## src/rtl/fabric_spi_transmitter.sv

```systemverilog
// ---------------------------------------------------------------------------
// fabric_spi_transmitter
//
// SPI host, mode 0 (CPOL=0, CPHA=0), MSB first. Serialises WORD_WIDTH-bit
// words taken from a valid/ready stream onto sclk_o/cs_no/mosi_o. cs_no is
// held low across every word of a frame and released after the word that
// carried bitstream_last_i. miso_i is shifted in concurrently and every
// completed word is presented on rx_data_o with a one-cycle rx_valid_o pulse.
//
// Parameters
//   CLK_DIV     SCLK half-period in clk_i cycles (>= 1)
//   WORD_WIDTH  bits per word
//
// Ports
//   clk_i              system clock
//   rst_i              synchronous, active-high reset
//   bitstream_data_i   word to transmit
//   bitstream_last_i   word closes the frame (sampled on transfer only)
//   bitstream_valid_i  word available
//   bitstream_ready_o  word accepted this cycle when valid is also high
//   rx_data_o          last word captured from miso_i
//   rx_valid_o         one-cycle pulse, rx_data_o just updated
//   busy_o             transmitter not idle
//   sclk_o             SPI clock, idles low
//   cs_no              chip select, active low
//   mosi_o             serial data out
//   miso_i             serial data in
//
// All outputs come straight from registers.
// ---------------------------------------------------------------------------
module fabric_spi_transmitter #(
    parameter int CLK_DIV    = 2,
    parameter int WORD_WIDTH = 32
) (
    input  logic                  clk_i,
    input  logic                  rst_i,
    input  logic [WORD_WIDTH-1:0] bitstream_data_i,
    input  logic                  bitstream_last_i,
    input  logic                  bitstream_valid_i,
    output logic                  bitstream_ready_o,
    output logic [WORD_WIDTH-1:0] rx_data_o,
    output logic                  rx_valid_o,
    output logic                  busy_o,
    output logic                  sclk_o,
    output logic                  cs_no,
    output logic                  mosi_o,
    input  logic                  miso_i
);

    localparam int DIV_W = (CLK_DIV > 1) ? $clog2(CLK_DIV) : 1;
    localparam int BIT_W = $clog2(WORD_WIDTH + 1);

    localparam logic [DIV_W-1:0] DIV_LAST  = DIV_W'(CLK_DIV - 1);
    localparam logic [BIT_W-1:0] BIT_LAST  = BIT_W'(WORD_WIDTH);
    localparam logic [DIV_W-1:0] DIV_ONE   = DIV_W'(1);
    localparam logic [BIT_W-1:0] BIT_ONE   = BIT_W'(1);

    typedef enum logic [2:0] {
        ST_IDLE,
        ST_SETUP,
        ST_SHIFT,
        ST_WORD_END,
        ST_HOLD,
        ST_GAP
    } state_t;

    state_t                  state_q,    state_d;
    logic [DIV_W-1:0]        div_q,      div_d;
    logic [BIT_W-1:0]        bit_q,      bit_d;
    logic [WORD_WIDTH-1:0]   tx_shift_q, tx_shift_d;
    logic [WORD_WIDTH-1:0]   rx_shift_q, rx_shift_d;
    logic                    last_q,     last_d;
    logic                    sclk_q,     sclk_d;
    logic                    cs_n_q,     cs_n_d;
    logic                    mosi_q,     mosi_d;
    logic                    ready_q,    ready_d;
    logic                    rx_valid_q, rx_valid_d;
    logic [WORD_WIDTH-1:0]   rx_data_q,  rx_data_d;
    logic                    busy_q,     busy_d;

    logic div_done;
    logic take;
    logic load;

    assign div_done = (div_q == DIV_LAST);
    assign take     = bitstream_valid_i && ready_q;

    // -----------------------------------------------------------------------
    // Next-state and next-output logic
    // -----------------------------------------------------------------------
    always_comb begin
        // NOTE: every signal gets a default before the case so no path
        // leaves one unassigned, which would otherwise infer a latch.
        state_d    = state_q;
        div_d      = div_q;
        bit_d      = bit_q;
        tx_shift_d = tx_shift_q;
        rx_shift_d = rx_shift_q;
        last_d     = last_q;
        sclk_d     = sclk_q;
        cs_n_d     = cs_n_q;
        mosi_d     = mosi_q;
        ready_d    = ready_q;
        rx_valid_d = 1'b0;
        rx_data_d  = rx_data_q;
        load       = 1'b0;

        unique case (state_q)
            ST_IDLE: begin
                load = take;
            end

            // sclk low for CLK_DIV cycles with the MSB already on mosi.
            ST_SETUP: begin
                if (div_done) begin
                    div_d      = '0;
                    sclk_d     = 1'b1;
                    rx_shift_d = {rx_shift_q[WORD_WIDTH-2:0], miso_i};
                    bit_d      = bit_q + BIT_ONE;
                    state_d    = ST_SHIFT;
                end else begin
                    div_d = div_q + DIV_ONE;
                end
            end

            // bit_q counts high phases already started; it reaches
            // WORD_WIDTH during the last one, so the end of that high phase
            // closes the word instead of shifting out another bit.
            ST_SHIFT: begin
                if (div_done) begin
                    div_d = '0;
                    if (sclk_q) begin
                        sclk_d = 1'b0;
                        if (bit_q == BIT_LAST) begin
                            rx_valid_d = 1'b1;
                            rx_data_d  = rx_shift_q;
                            ready_d    = ~last_q;
                            state_d    = ST_WORD_END;
                        end else begin
                            mosi_d     = tx_shift_q[WORD_WIDTH-2];
                            tx_shift_d = tx_shift_q << 1;
                        end
                    end else begin
                        sclk_d     = 1'b1;
                        rx_shift_d = {rx_shift_q[WORD_WIDTH-2:0], miso_i};
                        bit_d      = bit_q + BIT_ONE;
                    end
                end else begin
                    div_d = div_q + DIV_ONE;
                end
            end

            // For a frame-closing word this cycle already counts as the first
            // cycle of the cs hold time, so cs_no rises exactly CLK_DIV cycles
            // after the final sclk fall (immediately here when CLK_DIV is 1).
            ST_WORD_END: begin
                if (last_q) begin
                    if (div_done) begin
                        div_d   = '0;
                        cs_n_d  = 1'b1;
                        state_d = ST_GAP;
                    end else begin
                        div_d   = div_q + DIV_ONE;
                        state_d = ST_HOLD;
                    end
                end else begin
                    load = take;
                end
            end

            ST_HOLD: begin
                if (div_done) begin
                    div_d   = '0;
                    cs_n_d  = 1'b1;
                    state_d = ST_GAP;
                end else begin
                    div_d = div_q + DIV_ONE;
                end
            end

            ST_GAP: begin
                if (div_done) begin
                    div_d   = '0;
                    ready_d = 1'b1;
                    state_d = ST_IDLE;
                end else begin
                    div_d = div_q + DIV_ONE;
                end
            end

            default: begin
                state_d = ST_IDLE;
            end
        endcase

        // Word load is shared by IDLE and a mid-frame WORD_END. Counters
        // restart here, so the bit counter never wraps.
        if (load) begin
            tx_shift_d = bitstream_data_i;
            last_d     = bitstream_last_i;
            cs_n_d     = 1'b0;
            mosi_d     = bitstream_data_i[WORD_WIDTH-1];
            ready_d    = 1'b0;
            div_d      = '0;
            bit_d      = '0;
            state_d    = ST_SETUP;
        end

        busy_d = (state_d != ST_IDLE);
    end

    // -----------------------------------------------------------------------
    // State and output registers
    // -----------------------------------------------------------------------
    // NOTE: sequential state uses non-blocking assignments so every register
    // samples the pre-edge values, independent of statement order.
    always_ff @(posedge clk_i) begin
        if (rst_i) begin
            state_q    <= ST_IDLE;
            div_q      <= '0;
            bit_q      <= '0;
            tx_shift_q <= '0;
            rx_shift_q <= '0;
            last_q     <= 1'b0;
            sclk_q     <= 1'b0;
            cs_n_q     <= 1'b1;
            mosi_q     <= 1'b0;
            ready_q    <= 1'b1;
            rx_valid_q <= 1'b0;
            rx_data_q  <= '0;
            busy_q     <= 1'b0;
        end else begin
            state_q    <= state_d;
            div_q      <= div_d;
            bit_q      <= bit_d;
            tx_shift_q <= tx_shift_d;
            rx_shift_q <= rx_shift_d;
            last_q     <= last_d;
            sclk_q     <= sclk_d;
            cs_n_q     <= cs_n_d;
            mosi_q     <= mosi_d;
            ready_q    <= ready_d;
            rx_valid_q <= rx_valid_d;
            rx_data_q  <= rx_data_d;
            busy_q     <= busy_d;
        end
    end

    assign bitstream_ready_o = ready_q;
    assign rx_data_o         = rx_data_q;
    assign rx_valid_o        = rx_valid_q;
    assign busy_o            = busy_q;
    assign sclk_o            = sclk_q;
    assign cs_no             = cs_n_q;
    assign mosi_o            = mosi_q;

endmodule

```

## config.mk

```make
export PLATFORM = sky130hd
export DESIGN_NAME = fabric_spi_transmitter
export DESIGN_NICKNAME = d
export VERILOG_FILES = /design/src/rtl/fabric_spi_transmitter.sv
export SDC_FILE = /design/constraint.sdc
export NUM_CORES = 1
export LEC_CHECK = 0
export ABC_CLOCK_PERIOD_IN_PS = 4200
export BUFFER_PORTS_ARGS = -buffer_cell sky130_fd_sc_hd__buf_2
export CAP_MARGIN = 20
export CORE_MARGIN = 2
export CORE_UTILIZATION = 60
export CTS_CLUSTER_SIZE = 10
export DETAILED_ROUTE_END_ITERATION = 10
export PLACE_DENSITY = 0.91
export SLEW_MARGIN = 5
export SYNTH_ARGS = -nofsm -noshare
export SYNTH_HDL_FRONTEND = slang
export SYNTH_SLANG_ARGS = --single-unit
```

## constraint.sdc

```tcl
create_clock -name clk_i -period 4.2 [get_ports clk_i]
set_input_delay 0.42 -clock clk_i [delete_from_list [all_inputs] [get_ports clk_i]]
set_output_delay 0.42 -clock clk_i [all_outputs]
set_load 0.05 [all_outputs]
```

==> results_dict.tcl, run 1 <==
set metrics [dict create \
    fin_crit_sh 0.530 \
    clock_sinks 112 \
    fill_cells 581 \
    fmax_mhz 450 \
    fp.dieArea_um2 8070 \
    fin_skew_ns 0.0189 \
    ys_warn_count 0 \
    finalSetupViolations 0 \
    yosysUniqueCellTypes 46 \
    htreeDepth 3 \
    slew_headroom 0.333 \
    placed_cells 654 \
    finalMaxSlewViolations 0 \
    worst_ir_drop_vdd_uv 245 \
    grt_pass1_vias 3403 \
    hold_path.class "in2reg" \
    fin_ws_ns 1.98 \
    postCtsSetupBuffers 0 \
    antenna_found_initial 0 \
    synth.most_common_cell "nand2_1" \
    synthToLayoutAreaGrowth_pct 13.5 \
    min_from "bitstream_data_i[0]" \
    cp-startpoint "state_q[2]" \
    synthesis.area_per_instance_um2 8.52 \
    fin_cells 673 \
    grt.overflow.total 0 \
    rows 31 \
    r2r_slack_ns 1.98 \
    root_buffer "clkbuf_8" \
    hold_end "tx_shift_q[0]" \
    post-place-ws_ns 1.62 \
    p_leak_nw 2.00 \
    grt_pass1_wl_um 15300 \
    min_period_ns 2.22 \
    hold_viol 0 \
    status "complete, no violations" \
    syn_area_um2 4420 \
    synth_top_family_by_area "compound AO/OA/AOI/OAI gates" \
    die_w_um 89.8 \
    synthTopCellsByArea "dfxtp_1, a21oi_1, nand2_1, o221a_2, inv_1" \
    fin_util 0.700 \
    async_flop_share 0 \
    ctsResizeCount 0 \
    grt_max_degree 106 \
    coreArea_um2 7180 \
    timing.rr.start "state_q[2]" \
    routed_wirelength_um 9000 \
    cp-end-kind "flop" \
    synth_ff_type "dfxtp_1" \
    pwr_density_cell_nw_per_um2 402 \
    synth_edf_count 0 \
    gp_congestion 0.752 \
    pin_count 75 \
    rr_worst_depth 5 \
    cts_tree "yes" \
    ys_seq_area_frac 0.507 \
    hold_slack_ns 0.298 \
    r2r_end "rx_data_o[28]" \
    synthMuxAreaShare 0.00226 \
    via_count 3703 \
    syn_nets 558 \
    drt-initial-drc-count 211 \
    antenna_left 0 \
    ctsHoldBuffers 0 \
    post-synth-top-area-cell "dfxtp_1" \
    min_path_cells 3 \
    drcViolationCount 0 \
    grt_usage 0.224 \
    synth-simple-area-share 0.168 \
    layout.nets 608 \
    dr.pass1.iters 5 \
    rsz0062_at_grt "no" \
    start_util 0.616 \
    post_drt_wl_per_cell_um 13.4 \
    ys_seq_elements 112 \
    synth_compound_area_frac 0.231 \
    worst_slew_pin_slew_ns 1.00 \
    numCtsBuffers 9 \
    io_buffers 74 \
    maxCapViolations 0 \
    synthAdderAreaFrac 0.00566 \
    yosysTopAreaCellShare 0.507 \
    synthXorXnorAreaFrac 0.00990 \
    worstPathArrival_ns 2.43 \
    crit_fanout 18 \
    ctsLongestPathBuffers 2 \
    cp-start-kind "flop" \
    clock_latency_ns 0.37 \
    critical_path_class "reg2reg" \
    avgViaCountPerCell 5.50 \
    clk_pin_slew_ns 0.10 \
    dp_hpwl_um 5670 \
    worstPathRequired_ns 4.40 \
    tns_ns 0 \
    synth_common_cells "nand2_1, dfxtp_1, a21oi_1" \
    dieHeight_um 89.8 \
    n_antenna_cell 0 \
    drive_gt1_frac 0.228 \
    syn_inst 519 \
]
==> worst max-delay path by stage <==
stage / endpoint / slack, ns / cells after the start
after floorplan: rx_data_o[16] / 2.23 / 6
after global placement: tx_shift_q[12] / 1.71 / 5
after detailed placement: tx_shift_q[11] / 1.62 / 5
after CTS: tx_shift_q[21] / 1.61 / 5
after global routing: rx_data_o[28] / 1.85 / 7
final: rx_data_o[28] / 1.98 / 5
==> power breakdown <==
group | internal (W) | leakage (nW) | total (W) | switching (W)
registers | 0.00111 | 0.910 | 0.00115 | 0.0000365
logic | 0.0000898 | 0.989 | 0.000211 | 0.000121
clock network | 0.000288 | 0.101 | 0.000662 | 0.000374
total | 0.00149 | 2.00 | 0.00202 | 0.000532
==> logic make-up after synthesis <==
logic type,after synthesis
buf+inv,77
flops,112
fa+ha+maj,2
mux,1
compound gates,154
simple gates,168
xor+xnor,5
==> state kept, by name, summed over array words and instances, names as in the netlist <==
register and cells:
rx_data_o 32, rx_shift_q 32, tx_shift_q 31, bit_q 6, state_q 3, bitstream_ready_o 1, busy_o 1, cs_no 1
div_done 1, last_q 1, mosi_o 1, rx_valid_o 1, sclk_o 1
==> metrics by stage <==
| step | total power [W] | instance area, µm² |
|---|---|---|
| 6_report | 0.00202 | 5020 |
| 5_1_grt | 0.00211 | 5020 |
| 4_1_cts | 0.00203 | 4960 |
| 3_5_place_dp | 0.00137 | 4750 |
| 3_3_place_gp | 0.00136 | 4750 |
| 2_1_floorplan | 0.00132 | 4420 |
==> metal layers <==
layer	vias to the layer above	routed length (µm)	GRT usage
met5	-	0	0
met1	1734	4030	0.288
met3	11	560	0.0570
li1	1847	-	-
met2	111	4330	0.378
met4	0	82	0.0590
==> placed cells by master (no fill, tap or decap), types with 5 or more instances in the layout <==
| master | instances |
|---|---|
| nand2_1 | 135 |
| o221a_1 | 5 |
| buf_2 | 73 |
| nor2_1 | 10 |
| o221a_2 | 26 |
| inv_1 | 35 |
| a21oi_1 | 105 |
| buf_4 | 5 |
| dfxtp_1 | 112 |
| clkbuf_8 | 9 |
==> cell type report <==
| cell class | count | area [µm²] | area share |
|---|---|---|---|
| sequential | 112 | 2240 | 0.447 |
| multi-input combinational | 330 | 1850 | 0.369 |
| timing repair buffer | 81 | 458 | 0.0912 |
| inverter | 35 | 131 | 0.0262 |
| clock buffer | 9 | 124 | 0.0247 |
| tap | 99 | 124 | 0.0247 |
| clock inverter | 7 | 90.1 | 0.0179 |
==> critical path, stage by stage, from the launching register on <==
cell and delay (ns):
dfxtp_1 0.47, and4bb_1 0.40, or4b_1 0.78, buf_8 0.28
nand2_1 0.08, a21oi_1 0.06
Power figures use the tool's default switching activity.
==> inputs of run 2 (changes only) <==
--- a/config.mk
+++ b/config.mk
@@ -5,14 +5,15 @@
 export SDC_FILE = /design/constraint.sdc
 export NUM_CORES = 1
 export LEC_CHECK = 0
-export ABC_CLOCK_PERIOD_IN_PS = 4200
+export ABC_AREA = 1
+export ABC_CLOCK_PERIOD_IN_PS = 1900
 export BUFFER_PORTS_ARGS = -buffer_cell sky130_fd_sc_hd__buf_2
 export CAP_MARGIN = 20
 export CORE_MARGIN = 2
-export CORE_UTILIZATION = 60
+export CORE_UTILIZATION = 50
 export CTS_CLUSTER_SIZE = 10
 export DETAILED_ROUTE_END_ITERATION = 10
-export PLACE_DENSITY = 0.91
+export PLACE_DENSITY = 0.82
 export SLEW_MARGIN = 5
 export SYNTH_ARGS = -nofsm -noshare
 export SYNTH_HDL_FRONTEND = slang
==> constraint.sdc (replaced) <==
create_clock -name clk_i -period 1.9 [get_ports clk_i]
set_input_delay 0.19 -clock clk_i [delete_from_list [all_inputs] [get_ports clk_i]]
set_output_delay 0.19 -clock clk_i [all_outputs]
set_load 0.05 [all_outputs]
==> run 2 against run 1 <==
Area after synthesis is 4.6% higher. Non-clock buffer count rose by 8. Sequential power grew 120%. Clock skew shrank 0.0038 ns. Cell count is 24% higher. Sequential share of layout area shrank 2.1 points. Clock-buffer cell count increased by 1. Critical endpoint is now rx_shift_q[23]. Largest power group unchanged.
==> results_dict.tcl, run 2 <==
set metrics [dict create \
    io_buffers 74 \
    crit_fanout 39 \
    synth_edf_count 0 \
    crit_chain "inv_2, nor2_1, nand3_1, nand2_2, nand2_2, buf_4, o21ai_0, nor2_1" \
    hold_viol 0 \
    dp_hpwl_um 6450 \
    synth_ff_type "dfxtp_1" \
    cp-start-kind "flop" \
    rows 35 \
    min_period_ns 1.75 \
    p_int_w 0.00327 \
    gp_congestion 0.904 \
    synth.most_common_cell "nor2_1" \
    fp.dieArea_um2 10000 \
    maxCapViolations 0 \
    finalSetupViolations 0 \
    ctsResizeCount 0 \
    grt.overflow.total 0 \
    yosysTopAreaCellShare 0.485 \
    pin_count 75 \
    clock_sinks 112 \
    rsz0062_at_grt "no" \
    ys_seq_elements 112 \
    routed_wirelength_um 10100 \
    worst_slew_pin_slew_ns 0.373 \
    power_w 0.00447 \
    crit_end "rx_shift_q[23]" \
    layout.nets 755 \
    synthTopCellsByArea "dfxtp_1, nor2_1, nand2_1, nand3_1, o21ai_0" \
    grt_pass1_vias 4071 \
    ctsLongestPathBuffers 2 \
    via_count 4346 \
    pwr-share-clk 0.323 \
    syn_inst 659 \
    cts_tree "yes" \
    async_flop_share 0 \
    slew_headroom 0.752 \
    timing.rr.start "state_q[0]" \
    p_leak_nw 2.29 \
    grt_pass1_wl_um 16700 \
    drcViolationCount 0 \
    fmax_mhz 570 \
    syn_nets 698 \
    htreeDepth 3 \
    root_buffer "clkbuf_8" \
    synth_common_cells "nor2_1, nand2_1, dfxtp_1" \
    clock_latency_ns 0.37 \
    syn_area_um2 4620 \
    fin_crit_sh 0.923 \
    drive_gt1_frac 0.157 \
    layout_commonest_cell "nor2_1" \
    dieHeight_um 100 \
    antenna_left 0 \
    synthToLayoutAreaGrowth_pct 13.9 \
    antenna_found_initial 0 \
    ys_seq_area_frac 0.485 \
    grt_max_degree 70 \
    top_layer_used "met4" \
    cp-end-kind "flop" \
    clk_pin_slew_ns 0.11 \
    avgViaCountPerCell 5.22 \
    grt_usage 0.199 \
    seqPwrFrac 0.556 \
    wl_met3_um 454 \
    dr.pass1.iters 5 \
    worstPathArrival_ns 2.01 \
    critical_path_class "reg2reg" \
    worstPathRequired_ns 2.16 \
    post_drt_wl_per_cell_um 12.1 \
    hold_path.class "in2reg" \
    fin_skew_ns 0.0151 \
    swShare 0.269 \
    r2r_end "rx_shift_q[23]" \
    critPathSlowestCell "dfxtp_1" \
    wirelength_met1_um 4610 \
    tns_ns 0 \
    worst_ir_drop_vdd_uv 448 \
    pwr_density_cell_nw_per_um2 849 \
    finalMaxSlewViolations 0 \
    wl_met2_um 4860 \
    post-synth-top-area-cell "dfxtp_1" \
    ys_warn_count 0 \
    r2r_slack_ns 0.15 \
    die_w_um 100 \
    layout_common_cells "nor2_1, nand2_1, dfxtp_1" \
    status "complete, no violations" \
    p_sw_w 0.00121 \
    ctsHoldBuffers 0 \
    numCtsBuffers 9 \
    p_comb_frac 0.121 \
    coreArea_um2 9110 \
    yosysUniqueCellTypes 22 \
    n_antenna_cell 0 \
    cp-startpoint "state_q[0]" \
    start_util 0.508 \
    drt-initial-drc-count 277 \
    synthesis.area_per_instance_um2 7.02 \
    rr_worst_depth 8 \
    cpPeakStageDelay_ns 0.45 \
    postCtsSetupBuffers 0 \
]
-- run 2: cell types whose count changed after synthesis, sizes merged, moves of 3 or more --
cell    previous run  this run
nor2              10       149
nand3              1        78
o21ai              3        68
a21oi            105        41
o221a             31         0
inv               35        17
nand2            135       142
nand3b             3         0
-- run 2: final cells by class --
| type | instances | area, µm² |
|---|---|---|
| Inverter | 18 | 70.1 |
| Multi-Input combinational cell | 486 | 2120 |
| Sequential cell | 112 | 2240 |
| Tap cell | 111 | 139 |
| Timing Repair Buffer | 89 | 495 |
| Clock inverter | 6 | 65.1 |
| Fill cell | 841 | 3840 |
| Clock buffer | 10 | 138 |
-- run 2: critical path, delay by kind of cell, from the launching register on --
family / cells / cell delay, ns
DFF: 1 / 0.45
and+or+nand+nor: 5 / 0.65
buffers and inverters: 2 / 0.32
AOI/OAI and AO/OA: 1 / 0.22
-- run 2: metrics by stage --
| stage | setup WS (ns) | utilization | cell area (µm²) | std cells | hold WS [ns] |
|---|---|---|---|---|---|
| 2_1_floorplan | 0.278 | - | 4620 | 659 | 0.325 |
| 3_3_place_gp | 0.284 | 0.556 | 5060 | 816 | 0.433 |
| 3_5_place_dp | 0.167 | 0.556 | 5060 | 816 | 0.430 |
| 6_report | 0.145 | 0.578 | 5270 | 832 | 0.0399 |
| 4_1_cts | 0.0919 | 0.578 | 5270 | 832 | 0.0320 |
| 5_1_grt | 0.0155 | 0.578 | 5270 | 832 | 0.0547 |
-- run 2: worst min path at each step --
stage,start,endpoint,slack [ns],depth (start not counted)
after floorplan,bitstream_last_i,last_q,0.32,2
after detailed placement,bitstream_last_i,last_q,0.43,3
after global placement,bitstream_last_i,last_q,0.43,3
final,bitstream_last_i,last_q,0.04,3
after CTS,bitstream_last_i,last_q,0.03,3
after global routing,bitstream_last_i,last_q,0.05,3
-- run 2: power groups by stage --
stage	logic, W	clock network [W]	registers, W
floorplan	0.000371	0	0.00256
global route	0.000614	0.00155	0.00250
detailed placement	0.000538	0	0.00254
global placement	0.000525	0	0.00253
finish	0.000542	0.00144	0.00249
CTS	0.000541	0.00147	0.00248
-- run 2: per-layer routing --
layer / vias to the layer above / track usage
li1: 2236 / -
met1: 1963 / 0.235
met2: 130 / 0.354
met3: 17 / 0.0348
met4: 0 / 0.0885
met5: - / 0
-- run 2: cells by family (layout without fill, tap and decap cells) --
logic type / after synthesis / count (layout) / synth area share
and+or+nand+nor: 372 / 372 / 0.329
DFF: 112 / 112 / 0.485
AOI/OAI and AO/OA: 109 / 109 / 0.118
buffers and inverters: 61 / 123 / 0.0571
xor gates and xnor gates: 3 / 3 / 0.00568
adders and majority gates: 2 / 2 / 0.00541
